--- src/rtl/wsn_node_pkg.sv ---
// Shared node-memory definitions: read FSM states, default word addresses and flag bit indices.
package wsn_node_pkg;

  localparam int unsigned WORD_WIDTH_DEF = 16;
  localparam int unsigned ADDR_WIDTH_DEF = 11;
  localparam logic [10:0] FLAG_ADDR_DEF   = 11'h001;
  localparam logic [10:0] ENERGY_ADDR_DEF = 11'h002;
  localparam int unsigned ROLE_BIT_DEF = 7;
  localparam int unsigned AGG_BIT_DEF  = 6;
  localparam int unsigned RD_LAT_MAX   = 4;

  typedef enum logic [3:0] {
    ST_IDLE,
    ST_RD_FLAG,
    ST_WAIT_FLAG,
    ST_RD_EN,
    ST_WAIT_EN,
    ST_DECIDE,
    ST_WRITE,
    ST_DONE,
    ST_HOLD
  } node_rd_state_e;

endpackage

--- src/rtl/ch_role_eval_if.sv ---
// Controller/memory-side bundle of the cluster-head role evaluator.
interface ch_role_eval_if
  import wsn_node_pkg::*;
#(
  parameter int unsigned WORD_WIDTH = WORD_WIDTH_DEF,
  parameter int unsigned ADDR_WIDTH = ADDR_WIDTH_DEF
);
  logic                  en;
  logic                  start;
  logic [WORD_WIDTH-1:0] data_in;
  logic [WORD_WIDTH-1:0] energy_thresh;
  logic [ADDR_WIDTH-1:0] address;
  logic                  wr_en;
  logic [WORD_WIDTH-1:0] data_out;
  logic                  forAggregation;
  logic                  busy;
  logic                  done;

  modport slave (
    input  en, start, data_in, energy_thresh,
    output address, wr_en, data_out, forAggregation, busy, done
  );

  modport master (
    output en, start, data_in, energy_thresh,
    input  address, wr_en, data_out, forAggregation, busy, done
  );
endinterface

--- src/rtl/mem_rd_wait.sv ---
// Read-latency down-counter: rd_valid marks the last cycle of an RD_LAT-cycle read window.
module mem_rd_wait
  import wsn_node_pkg::*;
#(
  parameter int unsigned RD_LAT = 1
) (
  input  logic clk,
  input  logic nrst,
  input  logic active,
  output logic rd_valid
);
  localparam int unsigned   CNT_W    = $clog2(RD_LAT_MAX);
  localparam logic [CNT_W-1:0] CNT_INIT = CNT_W'(RD_LAT - 1);

  logic [CNT_W-1:0] cnt;

  // Reloaded whenever no read is in flight, so back-to-back windows each see a full count.
  always_ff @(posedge clk) begin
    if (!nrst) begin
      cnt <= CNT_INIT;
    end else if (!active) begin
      cnt <= CNT_INIT;
    end else if (cnt != '0) begin
      cnt <= cnt - 1'b1;
    end
  end

  assign rd_valid = active && (cnt == '0);

endmodule

--- src/rtl/ch_role_eval.sv ---
// Cluster-head role evaluator: reads the flag word, decides aggregation, writes the flag back.
// Define CH_ROLE_EVAL_ENERGY_GATE_EN to add the residual-energy read and low-energy demotion.
module ch_role_eval
  import wsn_node_pkg::*;
#(
  parameter int unsigned           WORD_WIDTH  = WORD_WIDTH_DEF,
  parameter int unsigned           ADDR_WIDTH  = ADDR_WIDTH_DEF,
  parameter logic [ADDR_WIDTH-1:0] FLAG_ADDR   = ADDR_WIDTH'(FLAG_ADDR_DEF),
  parameter logic [ADDR_WIDTH-1:0] ENERGY_ADDR = ADDR_WIDTH'(ENERGY_ADDR_DEF),
  parameter int unsigned           ROLE_BIT    = ROLE_BIT_DEF,
  parameter int unsigned           AGG_BIT     = AGG_BIT_DEF,
  parameter int unsigned           RD_LAT      = 1
) (
  input logic           clk,
  input logic           nrst,
  ch_role_eval_if.slave bus
);
  localparam logic [WORD_WIDTH-1:0] ROLE_MASK = WORD_WIDTH'(1) << ROLE_BIT;
  localparam logic [WORD_WIDTH-1:0] AGG_MASK  = WORD_WIDTH'(1) << AGG_BIT;

  node_rd_state_e        state, state_d;
  logic [ADDR_WIDTH-1:0] addr_q, addr_d;
  logic [WORD_WIDTH-1:0] flag_q, flag_d;
  logic [WORD_WIDTH-1:0] wdata_q, wdata_d;
  logic                  fa_q, fa_d;
  logic                  rd_active;
  logic                  rd_valid;
  logic                  energy_ok;
  logic                  in_op;

`ifdef CH_ROLE_EVAL_ENERGY_GATE_EN
  logic [WORD_WIDTH-1:0] energy_q, energy_d;
  assign energy_ok = (energy_q >= bus.energy_thresh);
`else
  assign energy_ok = 1'b1;
`endif

  assign rd_active = (state == ST_RD_FLAG) || (state == ST_WAIT_FLAG) || (state == ST_WAIT_EN);
  assign in_op     = (state != ST_IDLE) && (state != ST_HOLD);

  mem_rd_wait #(.RD_LAT(RD_LAT)) u_rd_wait (
    .clk      (clk),
    .nrst     (nrst),
    .active   (rd_active),
    .rd_valid (rd_valid)
  );

  always_ff @(posedge clk) begin
    if (!nrst) begin
      state   <= ST_IDLE;
      addr_q  <= '0;
      flag_q  <= '0;
      wdata_q <= '0;
      fa_q    <= 1'b0;
`ifdef CH_ROLE_EVAL_ENERGY_GATE_EN
      energy_q <= '0;
`endif
    end else begin
      state   <= state_d;
      addr_q  <= addr_d;
      flag_q  <= flag_d;
      wdata_q <= wdata_d;
      fa_q    <= fa_d;
`ifdef CH_ROLE_EVAL_ENERGY_GATE_EN
      energy_q <= energy_d;
`endif
    end
  end

  always_comb begin
    state_d = state;
    addr_d  = addr_q;
    flag_d  = flag_q;
    wdata_d = wdata_q;
    fa_d    = fa_q;
`ifdef CH_ROLE_EVAL_ENERGY_GATE_EN
    energy_d = energy_q;
`endif
    unique case (state)
      ST_IDLE: begin
        if (bus.en && bus.start) begin
          state_d = ST_RD_FLAG;
          addr_d  = FLAG_ADDR;
          fa_d    = 1'b0;
        end
      end
      ST_RD_FLAG, ST_WAIT_FLAG: begin
        if (rd_valid) begin
          flag_d = bus.data_in;
`ifdef CH_ROLE_EVAL_ENERGY_GATE_EN
          state_d = ST_RD_EN;
`else
          state_d = ST_DECIDE;
`endif
        end else begin
          state_d = ST_WAIT_FLAG;
        end
      end
`ifdef CH_ROLE_EVAL_ENERGY_GATE_EN
      ST_RD_EN: begin
        addr_d  = ENERGY_ADDR;
        state_d = ST_WAIT_EN;
      end
      ST_WAIT_EN: begin
        if (rd_valid) begin
          energy_d = bus.data_in;
          state_d  = ST_DECIDE;
        end
      end
`endif
      ST_DECIDE: begin
        if (flag_q[ROLE_BIT]) begin
          fa_d    = energy_ok;
          addr_d  = FLAG_ADDR;
          wdata_d = energy_ok ? (flag_q | AGG_MASK) : (flag_q & ~(ROLE_MASK | AGG_MASK));
          state_d = ST_WRITE;
        end else begin
          fa_d    = 1'b0;
          state_d = ST_DONE;
        end
      end
      ST_WRITE: state_d = ST_DONE;
      ST_DONE:  state_d = ST_HOLD;
      ST_HOLD: begin
        if (!bus.en) begin
          state_d = ST_IDLE;
        end
      end
      default: state_d = ST_IDLE;
    endcase

    if (in_op && !bus.en) begin
      state_d = ST_IDLE;
      fa_d    = 1'b0;
    end
  end

  // Strobe is masked by en and nrst so an abort or reset on this edge never commits a write.
  assign bus.wr_en          = (state == ST_WRITE) && bus.en && nrst;
  assign bus.data_out       = bus.wr_en ? wdata_q : '0;
  assign bus.address        = addr_q;
  assign bus.forAggregation = fa_q;
  assign bus.busy           = in_op;
  assign bus.done           = ((state == ST_DONE) || (state == ST_HOLD)) && bus.en;

endmodule
--- src/flat_wrapper.sv ---
// flat-port wrapper written by rule: the top's interface ports become plain ports
module ch_role_eval_flat import wsn_node_pkg::*;
#(
  parameter int unsigned           WORD_WIDTH  = WORD_WIDTH_DEF,
  parameter int unsigned           ADDR_WIDTH  = ADDR_WIDTH_DEF,
  parameter logic [ADDR_WIDTH-1:0] FLAG_ADDR   = ADDR_WIDTH'(FLAG_ADDR_DEF),
  parameter logic [ADDR_WIDTH-1:0] ENERGY_ADDR = ADDR_WIDTH'(ENERGY_ADDR_DEF),
  parameter int unsigned           ROLE_BIT    = ROLE_BIT_DEF,
  parameter int unsigned           AGG_BIT     = AGG_BIT_DEF,
  parameter int unsigned           RD_LAT      = 1
)
  (clk, nrst, bus_en, bus_start, bus_data_in, bus_energy_thresh, bus_address, bus_wr_en, bus_data_out, bus_forAggregation, bus_busy, bus_done);
  ch_role_eval_if #(.WORD_WIDTH(WORD_WIDTH), .ADDR_WIDTH(ADDR_WIDTH)) bus_i ();
  input logic clk;
  input logic nrst;
  input wire logic [$bits(bus_i.en)-1:0] bus_en;
  input wire logic [$bits(bus_i.start)-1:0] bus_start;
  input wire logic [$bits(bus_i.data_in)-1:0] bus_data_in;
  input wire logic [$bits(bus_i.energy_thresh)-1:0] bus_energy_thresh;
  output wire logic [$bits(bus_i.address)-1:0] bus_address;
  output wire logic [$bits(bus_i.wr_en)-1:0] bus_wr_en;
  output wire logic [$bits(bus_i.data_out)-1:0] bus_data_out;
  output wire logic [$bits(bus_i.forAggregation)-1:0] bus_forAggregation;
  output wire logic [$bits(bus_i.busy)-1:0] bus_busy;
  output wire logic [$bits(bus_i.done)-1:0] bus_done;
  assign bus_i.en = bus_en;
  assign bus_i.start = bus_start;
  assign bus_i.data_in = bus_data_in;
  assign bus_i.energy_thresh = bus_energy_thresh;
  assign bus_address = bus_i.address;
  assign bus_wr_en = bus_i.wr_en;
  assign bus_data_out = bus_i.data_out;
  assign bus_forAggregation = bus_i.forAggregation;
  assign bus_busy = bus_i.busy;
  assign bus_done = bus_i.done;
  ch_role_eval #(.WORD_WIDTH(WORD_WIDTH), .ADDR_WIDTH(ADDR_WIDTH), .FLAG_ADDR(FLAG_ADDR), .ENERGY_ADDR(ENERGY_ADDR), .ROLE_BIT(ROLE_BIT), .AGG_BIT(AGG_BIT), .RD_LAT(RD_LAT)) u_core (.clk(clk), .nrst(nrst), .bus(bus_i));
endmodule
--- config.mk ---
export PLATFORM = sky130hd
export DESIGN_NAME = ch_role_eval_flat
export DESIGN_NICKNAME = d
export VERILOG_FILES = /design/src/rtl/wsn_node_pkg.sv /design/src/rtl/ch_role_eval_if.sv /design/src/rtl/mem_rd_wait.sv /design/src/rtl/ch_role_eval.sv /design/src/flat_wrapper.sv
export SDC_FILE = /design/constraint.sdc
export NUM_CORES = 1
export LEC_CHECK = 0
export CORE_ASPECT_RATIO = 0.9
export CORE_MARGIN = 4
export CORE_UTILIZATION = 42
export CTS_BUF_LIST = sky130_fd_sc_hd__clkbuf_8
export CTS_CLUSTER_SIZE = 28
export DETAILED_ROUTE_END_ITERATION = 6
export PLACE_DENSITY = 0.79
export RECOVER_POWER = 100
export SLEW_MARGIN = 0
export SYNTH_ARGS = -nofsm -noshare
export SYNTH_HDL_FRONTEND = slang
export SYNTH_SLANG_ARGS = --single-unit
--- constraint.sdc ---
create_clock -name clk -period 1.6 [get_ports clk]
set_input_delay 0.24 -clock clk [delete_from_list [all_inputs] [get_ports clk]]
set_output_delay 0.24 -clock clk [all_outputs]
set_load 0.02 [all_outputs]
==> impl_metrics.py <==
metrics = {
    "global_routing": {
        "grt_max_degree": 35,
        "grt_busiest_layer": "met2",
        "grt_util_met3_pct": 3.14,
        "antenna_found_initial": 0,
        "grt_use_met2_pct": 24.9,
        "grt_overflow_total": 0,
        "grt_use_total_pct": 16.0,
        "use_met1_pct": 21.1,
        "grt_pass1_wl_mm": 7.07,
        "grt_pass1_vias": 1511,
    },
    "synthesis": {
        "synth_cell_types": 36,
        "synth_top_cell_area_share_pct": 40.7,
        "synth_enable_flop_cells": 0,
        "synth_cells": 217,
        "async_reset_ff_share_pct": 0,
        "synth_area_leaders": "dfxtp_1, a21boi_0, o21ai_0",
        "synth.most_common_cell": "dfxtp_1",
        "yosys_warnings": 0,
        "synth-seq-cells": 38,
        "synth_area_um2": 1870,
        "syn_area_per_cell_um2": 8.62,
        "synthFlopType": "dfxtp_1",
        "synthTopCellsByCount": "dfxtp_1, o21ai_0, nand3_1",
        "yosysSeqAreaShare_pct": 40.7,
        "synth_area_leader_cell": "dfxtp_1",
    },
    "floorplanning": {
        "die-area_um2": 5590,
        "core_um2": 4180,
        "rows": 22,
        "die_w_um": 78.3,
        "dieHeight_um": 71.3,
        "io_pins": 67,
        "initial_utilization_pct": 44.7,
    },
    "sta": {
        "relSlewSlack_pct": 64.1,
        "drv_slew": 0,
        "skew_ns": 0.00366,
        "rsz0062_at_grt": "yes",
        "finalCriticalPeriod_ns": 1.69,
        "clock.fmax_ghz": 0.592,
        "fin_crit_sh_pct": 106,
        "hold_violations": 0,
        "worst_slack_ns": -0.0889,
        "finalSetupTns_ns": -1.43,
        "final-setup-viol-count": 18,
        "tightest_slew_ns": 0.536,
        "hold_ws_ns": 0.471,
    },
    "power": {
        "clockPowerShare_pct": 35.6,
        "sw_frac_of_total_pct": 22.6,
        "p_per_area_nw_per_um2": 723,
        "intPower_uw": 1380,
        "combinationalPowerShare_pct": 9.7,
        "switchingPower_uw": 403,
        "peakVddDrop_mv": 0.447,
        "p_leak_uw": 0.000932,
        "p_seq_share_pct": 54.7,
    },
    "clock_network": {
        "max-clock-path-buffers": 2,
        "cts_root_buffer": "clkbuf_8",
        "cts_tree": "yes",
        "h-tree-depth": 2,
        "cts_buffers": 5,
        "cts_num_sinks": 38,
        "clock_latency_ns": 0.28,
        "path_clk_slew_ns": 0.06,
    },
    "place": {
        "hpwl_mm": 3.14,
        "gp_congestion": 0.830,
        "place_area_um2": 2330,
        "port_buffers": 39,
    },
    "drt": {
        "vias": 1639,
        "drtAntennaViolNets": 0,
        "first_pass_iters": 4,
        "drc": 0,
        "drt_iter0_drc": 136,
        "wl_per_cell_um": 13.4,
        "routed_wl_mm": 4.33,
        "vias_per_cell": 5.06,
    },
    "final_layout": {
        "fill_cells": 385,
        "syn_to_final_growth_pct": 32.0,
        "drive_gt1_share_pct": 23.9,
        "nets": 302,
        "n_antenna_cell": 0,
        "finalInstanceArea_um2": 2470,
    },
    "worst_setup_path": {
        "arrival_ns": 1.45,
        "worst_setup_path_start_kind": "register",
        "cp_max_fo": 6,
        "crit_path_end_kind": "output port",
        "crit_type": "register to output port",
        "cp.required_ns": 1.36,
    },
    "hold_path": {
        "holdCritPathClass": "input port to register",
    },
    "run_status": {
        "run_status": "finished with violations",
        "violations": "setup timing",
    },
    "run": {
        "cap_violations": 0,
    },
}
## per-layer routing
| metal | up-vias | routed length (um) |
|---|---|---|
| li1 | 832 | - |
| met2 | 59 | 1930 |
| met4 | 0 | 108 |
| met1 | 736 | 2010 |
| met3 | 12 | 284 |
| met5 | - | 0 |
## final timing paths
path                                             from  cells after the start                         to  slack (ns)
worst max-delay path                  u_core.state[3]                      5           bus_data_out[14]       -0.09
worst min-delay path                           bus_en                      3  u_core.bus.forAggregation        0.47
worst max register to register        u_core.state[1]                      5          u_core.flag_q[11]        0.02
worst min register to register  u_core.bus.address[0]                      1      u_core.bus.address[0]        0.47
## kinds of logic after synthesis
kind of cell               count (synthesis)  synth area share, %
and+or+nand+nor                           71                 22.1
AOI/OAI and AO/OA                         70                 23.7
DFF                                       38                 40.7
buffers and inverters                     33                 10.3
xor gates and xnor gates                   3                 2.41
adders and majority gates                  1                0.669
other                                      1                0.200
## placed cells by master, fill, tap and decap left out, types with 2 or more instances in the layout
cell type and instances:
a21oi_1 5, and2_1 8, nor2b_1 3, nand2_1 4, dfxtp_1 35, clkbuf_8 6, dlygate4sd2_1 3, a21boi_0 26
o21ai_0 31, clkdlybuf4s50_1 18, nor2_1 5, and2_4 8, conb_1 10, a21boi_1 3, buf_2 2, inv_1 4
buf_6 17, buf_4 21, dfxtp_2 3, nor3_1 3, nand3_1 29, xor2_1 2
## worst max-delay path, cell delays in order (launching register included)
cell and delay, ns:
dfxtp_2 0.33, nand3b_1 0.22, nor3_4 0.19, buf_4 0.18, and2_4 0.14, buf_6 0.11
## cell type report
cell class / instances / area, um2 / area share (%)
sequential: 38 / 764 / 31.0
timing repair buffer: 61 / 566 / 22.9
inverter: 4 / 15.0 / 0.608
tap: 60 / 75.1 / 3.04
clock buffer: 6 / 82.6 / 3.35
multi-input combinational: 155 / 966 / 39.1
## sequential cells by signal, summed over array words and instances, names as in the netlist
signal	cells
u_core.bus.forAggregation	1
u_core.flag_q	15
u_core.wdata_q	15
u_core.state	4
u_core.u_rd_wait.cnt	2
u_core.bus.address	1
## power groups by stage
stage / Sequential, uW / Combinational (uW) / Clock (uW)
floorplan: 996 / 111 / 0
global placement: 997 / 170 / 0
detailed placement: 997 / 172 / 0
CTS: 976 / 172 / 649
global route: 978 / 189 / 685
finish: 977 / 173 / 636
## what timing repair did
action | in CTS | in global routing
setup buffers | 2 | 1
resized for setup | 120 | 4
pin swaps | 11 | 1
setup endpoints to repair | 19 | 27
cloned | 1 | 0
hold buffers | 0 | 0
## per-stage QoR
step                      util, %  power, uW  cells  setup WS, ns
after floorplan                 -       1110    226        0.0280
after CTS                    58.9       1800    323        -0.182
after global routing         59.0       1850    324        -0.191
after global placement       55.7       1170    314        -0.569
final                        59.0       1790    324       -0.0889
after detailed placement     55.7       1170    314        -0.613
Note: power is estimated with default switching activity, not from simulation.
